--- src/rtl/sdp_sync_fifo_v2.sv ---
// sdp_sync_fifo_v2
// Single-clock FIFO on an internal simple-dual-port RAM.
//   FWFT=0 : standard read, fifo_rdat/fifo_rvld valid the cycle after an accepted read.
//   FWFT=1 : first-word-fall-through. The head word sits in an output register
//            fed by a two-stage prefetch (RAM read register + head register).
// Ports:
//   clk, rst                 clock, asynchronous active-high reset
//   fifo_clr                 synchronous flush (drops contents, clears errors)
//   fifo_wen / fifo_wdat     write request / data
//   fifo_ren                 read request (FWFT: pop head)
//   fifo_rdat / fifo_rvld    read data / valid
//   fifo_ae_thr / fifo_af_thr  runtime almost-empty / almost-full thresholds
//   fifo_empty, fifo_full, fifo_aempty, fifo_afull  registered status flags
//   fifo_wcnt / fifo_rcnt    occupancy / free space
//   fifo_wr_full_err, fifo_rd_empty_err  one-cycle rejection pulses
//   fifo_err_sts             sticky {rd_empty, wr_full}
module sdp_sync_fifo_v2 #(
    parameter int FIFO_WIDTH = 32,
    parameter int FIFO_ADDR  = 4,
    parameter bit FWFT       = 1'b0
) (
    input  logic                  clk,
    input  logic                  rst,
    input  logic                  fifo_clr,
    input  logic                  fifo_wen,
    input  logic [FIFO_WIDTH-1:0] fifo_wdat,
    input  logic                  fifo_ren,
    output logic [FIFO_WIDTH-1:0] fifo_rdat,
    output logic                  fifo_rvld,
    input  logic [FIFO_ADDR:0]    fifo_ae_thr,
    input  logic [FIFO_ADDR:0]    fifo_af_thr,
    output logic                  fifo_empty,
    output logic                  fifo_full,
    output logic                  fifo_aempty,
    output logic                  fifo_afull,
    output logic [FIFO_ADDR:0]    fifo_wcnt,
    output logic [FIFO_ADDR:0]    fifo_rcnt,
    output logic                  fifo_wr_full_err,
    output logic                  fifo_rd_empty_err,
    output logic [1:0]            fifo_err_sts
);

    localparam int              FIFO_DEPTH = 1 << FIFO_ADDR;
    localparam int              CW         = FIFO_ADDR + 1;
    localparam logic [CW-1:0]   DEPTH_C    = CW'(FIFO_DEPTH);
    localparam int              STAGES     = 1;

    logic [FIFO_WIDTH-1:0] mem [FIFO_DEPTH];
    logic [FIFO_ADDR-1:0]  wptr, rptr;
    // Words written into the RAM but not yet read out of it. In FWFT mode
    // this differs from fifo_wcnt by the words sitting in the prefetch stages.
    logic [CW-1:0]         ram_cnt, ram_cnt_nxt;
    logic [FIFO_WIDTH-1:0] ram_q;
    // FWFT prefetch valids: [0] RAM read register, [1] head (output) register
    logic [STAGES:0]       vld_pipe, vld_nxt;

    logic          wr_acc, rd_acc, wr_err_nxt, rd_err_nxt;
    logic          head_ld, ram_rd, empty_nxt;
    logic [CW-1:0] cnt_nxt;

    always_comb begin
        wr_acc     = fifo_wen && !fifo_full  && !fifo_clr;
        rd_acc     = fifo_ren && !fifo_empty && !fifo_clr;
        wr_err_nxt = fifo_wen &&  fifo_full  && !fifo_clr;
        rd_err_nxt = fifo_ren &&  fifo_empty && !fifo_clr;
        cnt_nxt    = fifo_wcnt + CW'(wr_acc) - CW'(rd_acc);
        head_ld    = 1'b0;
        ram_rd     = rd_acc;
        vld_nxt    = '0;
        if (FWFT) begin
            // Head refills from the RAM register when empty or being popped;
            // the RAM register refills whenever it is free or moving on.
            // Both hops can happen in one cycle, which sustains one pop/cycle.
            head_ld    = vld_pipe[0] && (!vld_pipe[1] || rd_acc);
            ram_rd     = (ram_cnt != '0) && (!vld_pipe[0] || head_ld) && !fifo_clr;
            vld_nxt[0] = ram_rd  || (vld_pipe[0] && !head_ld);
            vld_nxt[1] = head_ld || (vld_pipe[1] && !rd_acc);
        end
        ram_cnt_nxt = ram_cnt + CW'(wr_acc) - CW'(ram_rd);
        // In FWFT the FIFO only looks non-empty once a word reaches the head
        empty_nxt   = FWFT ? !vld_nxt[1] : (cnt_nxt == '0);
    end

    // RAM write port: no reset, contents are don't-care after rst/flush
    always_ff @(posedge clk) begin
        if (wr_acc) mem[wptr] <= fifo_wdat;
    end

    always_ff @(posedge clk or posedge rst) begin
        if (rst) begin
            wptr              <= '0;
            rptr              <= '0;
            ram_cnt           <= '0;
            ram_q             <= '0;
            vld_pipe          <= '0;
            fifo_wcnt         <= '0;
            fifo_rcnt         <= DEPTH_C;
            fifo_empty        <= 1'b1;
            fifo_aempty       <= 1'b1;
            fifo_full         <= 1'b0;
            fifo_afull        <= 1'b0;
            fifo_rdat         <= '0;
            fifo_rvld         <= 1'b0;
            fifo_wr_full_err  <= 1'b0;
            fifo_rd_empty_err <= 1'b0;
            fifo_err_sts      <= '0;
        end else if (fifo_clr) begin
            // fifo_rdat deliberately keeps its last value
            wptr              <= '0;
            rptr              <= '0;
            ram_cnt           <= '0;
            vld_pipe          <= '0;
            fifo_wcnt         <= '0;
            fifo_rcnt         <= DEPTH_C;
            fifo_empty        <= 1'b1;
            fifo_aempty       <= 1'b1;
            fifo_full         <= 1'b0;
            fifo_afull        <= 1'b0;
            fifo_rvld         <= 1'b0;
            fifo_wr_full_err  <= 1'b0;
            fifo_rd_empty_err <= 1'b0;
            fifo_err_sts      <= '0;
        end else begin
            wptr              <= wptr + FIFO_ADDR'(wr_acc);
            rptr              <= rptr + FIFO_ADDR'(ram_rd);
            ram_cnt           <= ram_cnt_nxt;
            vld_pipe          <= vld_nxt;
            fifo_wcnt         <= cnt_nxt;
            fifo_rcnt         <= DEPTH_C - cnt_nxt;
            fifo_empty        <= empty_nxt;
            fifo_full         <= (cnt_nxt == DEPTH_C);
            fifo_aempty       <= (cnt_nxt <= fifo_ae_thr);
            fifo_afull        <= (cnt_nxt >= fifo_af_thr);
            fifo_wr_full_err  <= wr_err_nxt;
            fifo_rd_empty_err <= rd_err_nxt;
            fifo_err_sts      <= fifo_err_sts | {rd_err_nxt, wr_err_nxt};
            if (FWFT) begin
                if (ram_rd)  ram_q     <= mem[rptr];
                if (head_ld) fifo_rdat <= ram_q;
                fifo_rvld <= vld_nxt[1];
            end else begin
                if (rd_acc)  fifo_rdat <= mem[rptr];
                fifo_rvld <= rd_acc;
            end
        end
    end

endmodule

--- config.mk ---
export PLATFORM = sky130hd
export DESIGN_NAME = sdp_sync_fifo_v2
export DESIGN_NICKNAME = d
export VERILOG_FILES = /design/src/rtl/sdp_sync_fifo_v2.sv
export SDC_FILE = /design/constraint.sdc
export NUM_CORES = 1
export LEC_CHECK = 0
export ABC_CLOCK_PERIOD_IN_PS = 4740
export BUFFER_PORTS_ARGS = -buffer_cell sky130_fd_sc_hd__buf_2
export CAP_MARGIN = 10
export CORE_UTILIZATION = 40
export CTS_CLUSTER_DIAMETER = 100
export DETAILED_ROUTE_END_ITERATION = 8
export SYNTH_ARGS = -nofsm -noshare
export SYNTH_HDL_FRONTEND = slang
export SYNTH_SLANG_ARGS = --single-unit
export TNS_END_PERCENT = 5
--- constraint.sdc ---
create_clock -name clk -period 4.74 [get_ports clk]
set_clock_uncertainty 0.05 [all_clocks]
set_input_delay 0.711 -clock clk [delete_from_list [all_inputs] [get_ports clk]]
set_output_delay 0.711 -clock clk [all_outputs]
set_load 0.005 [all_outputs]
---- After elaboration in Yosys (flattened, before gate mapping) ----
Memories as Yosys holds them, arrays and structs flattened. A register that Yosys moved wholly into a read port is not among the register bits.
Index checks and enable logic that the tools add are counted.
storage, ports and cells
  register bits ........................... 27
  memory bits (writable) .................. 512
  output and inout bits ................... 51
  memories kept ........................... 1
memory list
  name  depth  bits a word  rd ports  clocked after Yosys merged registers in  wr ports  line  RTL
  mem   16     32           1         1                                        1         48    logic [FIFO_WIDTH-1:0] mem [FIFO_DEPTH];
operators by class
  $add $sub $neg .......................... 5
  order comparisons ....................... 2
  eq/ne operators ......................... 1
  multiplexer cells ....................... 14
  bitwise gates (word level) .............. 2
  reductions and logical operators ........ 13
operators by type and width
  kind                   number
  $mux W5                2
  $mux W1                9
  $add A4 B1 Y4          2
  $logic_and A1 B1 Y1    8
  $mux W4                2
  $add A5 B1 Y5          1
  $eq A5 B5 Y1 const B   1
  $ge A5 B5 Y1           1
  $le A5 B5 Y1           1
  $logic_not A5 Y1       1
  $sub A5 B1 Y5          1
  $sub A5 B5 Y5 const A  1
  $logic_not A1 Y1       3
  $mux W2                1
  $or A2 B2 Y2           1
  $reduce_and A2 Y1      1
  $not A1 Y1             1

---- Depth between registers and ports, before layout ----
  word-level depth ........................ 7
  gate-level depth with buffers ........... 18
  depth with buffers taken out ............ 16

---- Least setup slack after synthesis ----
Ideal clock, no wire load.
  kind .................................... input -> register
  start point ............................. in fifo_clr
  end point ............................... mem mem[0][0] (enable)
  data arrival time ....................... 3507 ps
  data required time ...................... 4229 ps
  setup slack ............................. 721 ps
  cell stages on the path ................. 4
  path buffers ............................ 0
  cell sequence ........................... inv_1 -> nand3_1 -> or3_1 -> nor3_1
between the ends
  cells in the longest elaborated chain, start to end .. 4
RTL lines
  item                           line  RTL
  start, declared                24    input logic fifo_clr,
  $logic_not A1 Y1               62    wr_acc = fifo_wen && !fifo_full && !fifo_clr;
  $logic_and A1 B1 Y1            62
  $mux W1                        86    if (wr_acc) mem[wptr] <= fifo_wdat;
  $mux W1 (implied by the code)  86
  end, declared                  48
Every way passes these cells.

---- Final worst setup path ----
  start point ............................. in fifo_clr
  end point ............................... reg fifo_aempty
between the ends
  cells in the longest elaborated chain, start to end .. 6
RTL lines
  item                  line    RTL
  $logic_not A1 Y1      62, 63
  $logic_and A1 B1 Y1   62
  $add A5 B1 Y5         66      cnt_nxt = fifo_wcnt + CW'(wr_acc) - CW'(rd_acc);
  $sub A5 B1 Y5         66
  $le A5 B5 Y1          132     fifo_aempty <= (cnt_nxt <= fifo_ae_thr);
  $mux W1 *             107     end else if (fifo_clr) begin
  end signal, assigned  132
  end, declared         34      output logic fifo_aempty,
Mark *: on every way between the ends. The rest lies on a longest branch, timed or not.

==> metrics.yaml <==
status:
  outcome: "complete, no violations"
finish:
  area_growth_pct: 14.9
  final_nets: 1300
  diodes: 0
  drive_gt1_share_pct: 27.2
  layout_commonest_cell: "edfxtp_1"
  stdcell_count: 1977
  mostFrequentLayoutCells: "512 x edfxtp_1, 99 x mux4_2, 97 x buf_2"
pwr:
  p_leak_nw: 8.34
  internal_power_mw: 9.00
  p_sw_mw: 2.82
  seqPwrFrac_pct: 50.1
  pwr-share-clk_pct: 37.7
  power_mw: 11.8
  power_density_nw_per_um2: 467
  peakVddDrop_v: 0.000262
  combinationalPowerShare_pct: 12.1
  sw_frac_of_total_pct: 23.9
die:
  io_pins: 98
  die_h_um: 237
  start_util_pct: 40.7
  fp.coreArea_um2: 54100
  die_x_um: 237
  num_rows: 85
  fp.dieArea_um2: 56000
timing:
  setup_tns_ns: 0
  finalSetupViolCount: 0
  slew_violations: 0
  final-hold-violation-count: 0
  period_share_pct: 75.6
  relSlewSlack_pct: 30.4
  fmax_ghz: 0.279
  tightest_slew_ns: 1.04
  final.min_clock_period_ns: 3.58
  holdWs_ns: 0.202
  rsz0062_at_grt: "no"
place:
  numPlacedInstances: 1867
  numPortBuffers: 97
  gp_congestion: 0.743
  post-dp-hpwl_um: 26800
clocking:
  cts_max_level: 2
  clk_path_buf_depth: 3
  clk-insertion-delay-late_ns: 0.61
  cts_resized: 0
  cts_tree: "done"
  cts_setup_buffers: 0
  cts.clk_slew.worst_paths_ns: 0.06
  cts_hold_buf: 0
  clkSinkCount: 570
  root_buffer: "clkbuf_16"
  cts_buffers: 59
global_routing:
  track_usage_pct: 17.7
  grt_pass1_vias: 11200
  grt_overflow_total: 0
  grt_max_degree: 51
  grt_pass1_wl_um: 73300
  antenna_found_initial: 2
synthesis:
  syn_nets: 1162
  yosys.area.top_type_share_pct: 69.8
  synthAdderAreaFrac_pct: 1.23
  synthSimpleGateAreaFrac_pct: 3.25
  yosys.area.top_type: "edfxtp_1"
  ys.flop_type: "edfxtp_1"
  synth-xor-area-share_pct: 0.380
  yosysUniqueCellTypes: 54
  syn_inst: 1094
  synth_area_um2: 22000
  synth-compound-area-share_pct: 3.65
  synth_edf_count: 512
  yosys_warnings: 0
  synth_area_per_cell_um2: 20.1
  synth-async-reset-ratio_pct: 10.2
  synth_mux_area_share_pct: 13.0
  ys_seq_elements: 570
  synth_area_leaders: "edfxtp_1 70%, mux4_2 10%, dfrtp_1 6.2%"
  yosysSeqAreaShare_pct: 76.4
  synth_top_family_by_area: "multiplexers"
critical_path:
  worstPathRequired_ns: 5.21
  reg2reg_depth: 16
  worst_r2r_startpoint: "fifo_empty$_DFF_PP1_"
  max_stage_delay_ns: 0.44
  cp_max_fo: 23
  reg2reg_slack_ns: 1.21
  crit_family: "adder cells"
  worst_setup_path_end_kind: "flop"
  critPathArrivalTime_ns: 4.05
  timing.critical_path.buf_inv: 4
  crit_path_start_kind: "primary input"
  r2r_end: "fifo_aempty$_DFF_PP1_"
  path_cells: "buf_2 > or3b_4 > inv_1 > ha_1 > inv_1 > ha_1 > inv_1 > fa_1 > nor2b_1 > o21ai_0 > nand3_1 > nor2b_1 > ha_1 > o21bai_1 > a21o_1 > o32ai_1 > a211oi_1"
  cpMaxStageDelayCell: "or3b_4"
  critPathKind: "primary input to flop"
run:
  cap_violations: 0
drt:
  drt_iter0_markers: 828
  drtPass1Iterations: 5
  wl_per_cell_um: 24.5
  drcViolationCount: 0
  final_antenna_net_count: 0
  wirelength_um: 48400
  drt-vias-per-instance: 5.44
  num_vias: 10700
hold_path:
  hold_class: "primary input to async pin"
==> cells in the mapped netlist (2+ instances only) <==
| master | number |
|---|---|
| o21ai_0 | 3 |
| nand2_1 | 36 |
| a22oi_1 | 58 |
| xnor2_1 | 3 |
| mux2i_1 | 62 |
| or2_2 | 3 |
| clkbuf_1 | 16 |
| edfxtp_1 | 512 |
| a21o_1 | 3 |
| and2_1 | 3 |
| nor2b_1 | 13 |
| nand3b_1 | 2 |
| dfstp_2 | 3 |
| a211oi_1 | 2 |
| buf_6 | 12 |
| o211ai_1 | 29 |
| nand2b_1 | 3 |
| buf_1 | 5 |
| mux2_2 | 2 |
| and3_1 | 5 |
| ha_1 | 20 |
| a21oi_1 | 4 |
| nand3_1 | 36 |
| nor2_1 | 22 |
| inv_1 | 23 |
| buf_2 | 18 |
| dfrtp_1 | 55 |
| nor3_1 | 5 |
| buf_4 | 8 |
| nor3b_1 | 2 |
| mux4_2 | 99 |
| xor2_1 | 4 |
| nand4_1 | 2 |
==> registers in the layout, indices dropped and copies added (netlist names), 2 cells and up <==
| name | count |
|---|---|
| fifo_rcnt | 5 |
| fifo_rdat | 32 |
| fifo_wcnt | 4 |
| fifo_err_sts | 2 |
| rptr | 4 |
| wptr | 4 |
| mem | 512 |
==> metrics by stage <==
| stage | cell area, µm² | utilization, % | setup WS, ns |
|---|---|---|---|
| floorplan | 22000 | - | 0.721 |
| global placement | 23500 | 43.3 | 0.580 |
| detailed placement | 23500 | 43.3 | 0.517 |
| CTS | 25300 | 46.8 | 1.15 |
| global route | 25300 | 46.8 | 0.973 |
| finish | 25300 | 46.8 | 1.16 |
==> power groups by stage <==
stage          clock network [mW]  logic [mW]  registers, mW
3_5_place_dp                    0        1.46           6.04
6_report                     4.46        1.43           5.93
4_1_cts                      4.55        1.47           5.94
5_1_grt                      4.72        1.61           5.96
2_1_floorplan                   0       0.933           5.96
3_3_place_gp                    0        1.42           6.04
==> worst register-to-register path, cell delays in order, from the launching register on <==
cell and delay (ns):
dfstp_2 0.38, or3b_4 0.37, inv_1 0.09, ha_1 0.23, inv_1 0.06, ha_1 0.16
inv_1 0.06, fa_1 0.43, nor2b_1 0.12, o21ai_0 0.10, nand3_1 0.13, nor2b_1 0.30
ha_1 0.32, o21bai_1 0.18, a21o_1 0.13, o32ai_1 0.10, a211oi_1 0.26
==> cell type report <==
class | instances | area (µm²)
Fill cell | 4531 | 28800
Sequential cell | 570 | 16800
Multi-Input combinational cell | 441 | 4860
Clock buffer | 83 | 1590
Tap cell | 696 | 871
Timing Repair Buffer | 136 | 803
Clock inverter | 27 | 265
Inverter | 24 | 90.1
==> routing by layer <==
metal | global-route usage (%) | up-vias | part of all wire (%)
met5 | 0 | - | 0.054
met4 | 4.72 | 4 | 1.9
met3 | 2.53 | 68 | 4.3
met2 | 29.9 | 237 | 50
met1 | 24.0 | 5715 | 43
li1 | - | 4724 | -
==> logic make-up (layout without fill, tap and decap cells) <==
logic type / after synthesis / count (layout)
AOI/OAI and AO/OA: 108 / 108
xor gates and xnor gates: 8 / 8
adders and majority gates: 21 / 21
buffers and inverters: 83 / 270
DFF: 570 / 570
muxes: 163 / 163
and+or+nand+nor: 141 / 141
==> worst max-delay path by stage <==
| stage | startpoint | endpoint | slack (ns) | cells after the start |
|---|---|---|---|---|
| finish | fifo_clr | fifo_aempty$_DFF_PP1_ | 1.16 | 17 |
| global placement | fifo_clr | fifo_afull$_DFF_PP0_ | 0.58 | 16 |
| global route | fifo_clr | fifo_aempty$_DFF_PP1_ | 0.97 | 15 |
| detailed placement | fifo_clr | fifo_aempty$_DFF_PP1_ | 0.52 | 17 |
| CTS | fifo_clr | fifo_aempty$_DFF_PP1_ | 1.15 | 17 |
| floorplan | fifo_clr | mem[0][0]$_DFFE_PP_ | 0.72 | 4 |
Power figures use the tool's default switching activity.
